## src/rtl/inst_fetch_unit_pkg.sv

```systemverilog
// fetch_pkg: shared state encoding and constants for the instruction fetch unit
package fetch_pkg;
  typedef enum logic [1:0] {S_REQ, S_WAIT, S_DISCARD, S_HALT} fetch_state_t;
  localparam logic [31:0] RESET_PC_DEFAULT = 32'hbfc0_0000;
  localparam logic [31:0] INST_NOP = 32'h0;
endpackage

```

## src/rtl/inst_fetch_unit.sv

```systemverilog
// inst_fetch_unit: single-outstanding i-cache fetcher pushing up to two instructions per group into the issue FIFO
import fetch_pkg::*;
module inst_fetch_unit #(
  parameter logic [31:0] RESET_PC = RESET_PC_DEFAULT
) (
  input  logic        clk,
  input  logic        rst,
  input  logic        fifo_full,
  input  logic        redirect_en,
  input  logic [31:0] redirect_pc,
  output logic        fifo_rst,
  output logic        inst_req,
  output logic [31:0] inst_addr,
  input  logic        inst_addr_ok,
  input  logic        inst_data_ok,
  input  logic [31:0] inst_rdata1,
  input  logic [31:0] inst_rdata2,
  output logic        write_en1,
  output logic        write_en2,
  output logic [31:0] write_address1,
  output logic [31:0] write_address2,
  output logic [31:0] write_data1,
  output logic [31:0] write_data2
);
  fetch_state_t state_q, state_d;
  logic [31:0] pc_q, pc_d, req_pc_q, req_pc_d;
  logic group_end;
  assign group_end = req_pc_q[2];
  assign fifo_rst = rst | redirect_en;
  assign inst_addr = pc_q;
  always_ff @(posedge clk) begin
    if (rst) begin
      state_q  <= S_REQ;
      pc_q     <= RESET_PC;
      req_pc_q <= '0;
    end else begin
      state_q  <= state_d;
      pc_q     <= pc_d;
      req_pc_q <= req_pc_d;
    end
  end
  always_comb begin
    state_d        = state_q;
    pc_d           = pc_q;
    req_pc_d       = req_pc_q;
    inst_req       = 1'b0;
    write_en1      = 1'b0;
    write_en2      = 1'b0;
    write_address1 = '0;
    write_address2 = '0;
    write_data1    = '0;
    write_data2    = '0;
    if (rst) begin
      state_d = state_q;
    end else if (redirect_en) begin
      pc_d    = redirect_pc;
      state_d = ((state_q == S_WAIT || state_q == S_DISCARD) && !inst_data_ok) ? S_DISCARD : S_REQ;
    end else begin
      case (state_q)
        S_REQ: begin
          if (pc_q[1:0] == 2'b00) begin
            inst_req = !fifo_full;
            if (inst_req && inst_addr_ok) begin
              req_pc_d = pc_q;
              pc_d     = pc_q + (pc_q[2] ? 32'd4 : 32'd8);
              state_d  = S_WAIT;
            end
          end else if (!fifo_full) begin
            write_en1      = 1'b1;
            write_address1 = pc_q;
            write_data1    = INST_NOP;
            state_d        = S_HALT;
          end
        end
        S_WAIT: begin
          if (inst_data_ok) begin
            write_en1      = 1'b1;
            write_en2      = !group_end;
            write_address1 = req_pc_q;
            write_address2 = group_end ? 32'h0 : req_pc_q + 32'd4;
            write_data1    = inst_rdata1;
            write_data2    = group_end ? 32'h0 : inst_rdata2;
            state_d        = S_REQ;
          end
        end
        S_DISCARD: state_d = inst_data_ok ? S_REQ : S_DISCARD;
        S_HALT:    state_d = S_HALT;
      endcase
    end
  end
endmodule
```

## config.mk

```make
export PLATFORM = sky130hd
export DESIGN_NAME = inst_fetch_unit
export DESIGN_NICKNAME = d
export VERILOG_FILES = /design/src/rtl/inst_fetch_unit_pkg.sv /design/src/rtl/inst_fetch_unit.sv
export SDC_FILE = /design/constraint.sdc
export NUM_CORES = 1
export LEC_CHECK = 0
export ABC_CLOCK_PERIOD_IN_PS = 3010
export BUFFER_PORTS_ARGS = -buffer_cell sky130_fd_sc_hd__buf_2
export CORE_UTILIZATION = 44
export DETAILED_ROUTE_END_ITERATION = 7
export GPL_TIMING_DRIVEN = 0
export MAX_ROUTING_LAYER = met4
export PLACE_DENSITY = 0.81
export SLEW_MARGIN = 20
export SYNTH_ARGS = -nofsm -noshare
export SYNTH_HDL_FRONTEND = slang
export SYNTH_SLANG_ARGS = --single-unit
```

## constraint.sdc

```tcl
create_clock -name clk -period 3.01 [get_ports clk]
set_clock_uncertainty 0.2 [all_clocks]
set_input_delay 0.4515 -clock clk [delete_from_list [all_inputs] [get_ports clk]]
set_output_delay 0.4515 -clock clk [all_outputs]
set_load 0.02 [all_outputs]
```

==> flow_summary.json <==
{
  "most-common-layout-cells": "269 x buf_2, 73 x nand2_1, 66 x nor2_1, 66 x dfxtp_1, 59 x and2_1",
  "vias": 5979,
  "port_buffers": 264,
  "drt-wirelength-per-cell_um": 17.5,
  "num_rows": 36,
  "syn_nets": 732,
  "drive_gt1_share_pct": 34.4,
  "max_freq_mhz": 346,
  "path_cells": "inv_1, ha_1, o21ai_1, clkbuf_1, nor2_1, buf_2",
  "min_period_over_period_pct": 96.1,
  "arrival_ns": 2.24,
  "synth.distinct_cells": 54,
  "synthArstFlopShare_pct": 0,
  "grt_usage_pct": 34.7,
  "chipHeight_um": 103,
  "start_util_pct": 45.6,
  "cp_slowest_cell": "o21ai_1",
  "critPathLaunchType": "flop",
  "drv_slew": 0,
  "grt_pass1_wl_mm": 27.2,
  "viasPerCell": 5.77,
  "core_um2": 9770,
  "grt.overflow.total": 0,
  "ys_seq_elements": 66,
  "synth-seq-area-share_pct": 29.6,
  "drcViolationCount": 0,
  "clock_path_buffers": 2,
  "dp_hpwl_mm": 14.1,
  "status": "completed",
  "routed_wl_mm": 18.2,
  "cts_made_buffers": 9,
  "avgSynthCellArea_um2": 7.14,
  "cts-root-buf": "clkbuf_8",
  "drt_iter0_markers": 412,
  "cts_tree": "yes",
  "critPathRequiredTime_ns": 2.36,
  "worst-slew-pin-transition_ns": 0.867,
  "max-cap-violations": 0,
  "ctsResizeCount": 9,
  "clock-sinks": 66,
  "ant_nets": 0,
  "final-instance-count-excl-fill": 1037,
  "hold_path.class": "in -> reg",
  "synthCells": 624,
  "clock_latency_ns": 0.36,
  "layout_commonest_cell": "buf_2",
  "fp.dieW_um": 103,
  "final_hold_viol_count": 0,
  "period_minus_slack_ns": 2.89,
  "post-cts-setup-buffers": 0,
  "slew_headroom_pct": 41.7,
  "antennaDiodeCount": 0,
  "ir_drop_uv": 246,
  "power_density_nw_per_um2": 366,
  "setup_viol": 0,
  "cts-htree-levels": 3,
  "critPathKind": "reg -> out",
  "layout.nets": 1007,
  "p_leak_nw": 2.96,
  "yosysWarnings": 0,
  "ctsHoldBuffers": 0,
  "grt_pass1_vias": 5294,
  "dr.pass1.iters": 5,
  "gp_congestion": 0.923,
  "syn-cell-area_um2": 4460,
  "synth_edf_count": 0,
  "worstPathMaxFanout": 10,
  "num_io_pins": 266,
  "dp_cells": 1021,
  "path_clk_slew_ns": 0.09,
  "synth_ff_type": "dfxtp_1",
  "fin_tns_setup_ns": 0,
  "grt_max_degree": 14,
  "die_area_um2": 10500,
  "end_kind": "output port",
  "antenna_found_initial": 0,
  "area_growth_pct": 38.8,
  "cpPeakStageDelay_ns": 0.43
}
[layout make-up]
cell class,count,area (um2)
Sequential cell,66,1320
Fill cell,951,3590
Tap cell,133,166
Multi-Input combinational cell,491,2880
Clock inverter,7,77.6
Inverter,10,40.0
Clock buffer,9,124
Buffer,57,251
Timing Repair Buffer,264,1320
[power by group]
part / total, W / switching (W) / leakage (nW) / internal (W)
sequential: 0.00100 / 0.0000831 / 0.541 / 0.000919
combinational: 0.000474 / 0.000296 / 2.32 / 0.000178
clock: 0.000786 / 0.000398 / 0.0998 / 0.000388
total: 0.00226 / 0.000776 / 2.96 / 0.00148
[sequential cells by signal, indices dropped and copies added, names as in the netlist]
signal and count:
state_q 2, req_pc_q 32, inst_addr 32
[cell families after synthesis]
logic type      synth area share [%]
compound gates                  20.1
xor+xnor                        1.18
fa+ha+maj                       1.68
buf+inv                         5.81
flops                           29.6
mux                            0.449
simple gates                    41.1
[critical path: cells and delay by family (launching register included)]
kind	cells	cell delay (ns)
buffers and inverters	3	0.67
AND/OR/NAND/NOR	1	0.11
AO/OA/AOI/OAI	1	0.43
flip-flops	1	0.39
adder cells (fa/ha/maj)	1	0.27
[Yosys cell counts (2+ instances only)]
| master | instances | area (um2) |
|---|---|---|
| a2111oi_0 | 2 | 17.5 |
| a211oi_1 | 8 | 60.1 |
| a21oi_1 | 42 | 210 |
| a22oi_1 | 33 | 248 |
| a311oi_1 | 14 | 123 |
| and2_1 | 60 | 375 |
| and3_1 | 34 | 213 |
| and4_1 | 7 | 61.3 |
| buf_1 | 2 | 7.51 |
| buf_2 | 3 | 15.0 |
| clkbuf_1 | 51 | 191 |
| dfxtp_1 | 66 | 1320 |
| ha_1 | 6 | 75.1 |
| inv_1 | 10 | 37.5 |
| mux2i_1 | 2 | 20.0 |
| nand2_1 | 73 | 274 |
| nand2b_1 | 2 | 12.5 |
| nand3_1 | 19 | 95.1 |
| nand3b_1 | 3 | 22.5 |
| nand4_1 | 17 | 106 |
| nor2_1 | 66 | 248 |
| nor2b_1 | 2 | 12.5 |
| nor3_1 | 11 | 55.1 |
| nor3b_1 | 7 | 52.6 |
| nor4_1 | 10 | 62.6 |
| o211ai_1 | 2 | 15.0 |
| o21a_1 | 2 | 15.0 |
| o21ai_0 | 14 | 70.1 |
| o22ai_1 | 2 | 12.5 |
| o31ai_1 | 3 | 22.5 |
| or2_2 | 2 | 12.5 |
| or3_1 | 15 | 93.8 |
| or4_1 | 9 | 67.6 |
| xnor2_1 | 3 | 26.3 |
| xor2_1 | 3 | 26.3 |
[per-stage QoR]
step	util, %	hold slack (ns)	cell area [um2]	setup WS (ns)	total power, W
CTS	63.0	0.118	6160	0.00223	0.00224
global placement	60.8	0.268	5940	-0.186	0.00147
global route	63.3	0.125	6180	-0.000330	0.00236
detailed placement	60.8	0.274	5940	-0.169	0.00148
finish	63.3	0.120	6180	0.116	0.00226
floorplan	-	0.245	4460	0.506	0.00127
[final timing paths]
check                       endpoint             from  slack, ns  depth (start not counted)
hold reg to reg         req_pc_q[18]     req_pc_q[18]       0.29                          2
setup reg to reg        req_pc_q[13]       state_q[0]       0.26                          8
setup / recovery  write_address1[28]       state_q[0]       0.12                          6
hold / removal         inst_addr[13]  redirect_pc[13]       0.12                          3
[layer usage]
layer,GRT usage [%],vias up,part of all wire [%]
met2,52.9,359,46
li1,-,2805,-
met5,-,-,0
met4,16.7,0,3.9
met1,43.4,2752,40
met3,7.80,63,10
No activity file was read; power rests on OpenSTA's default activity.
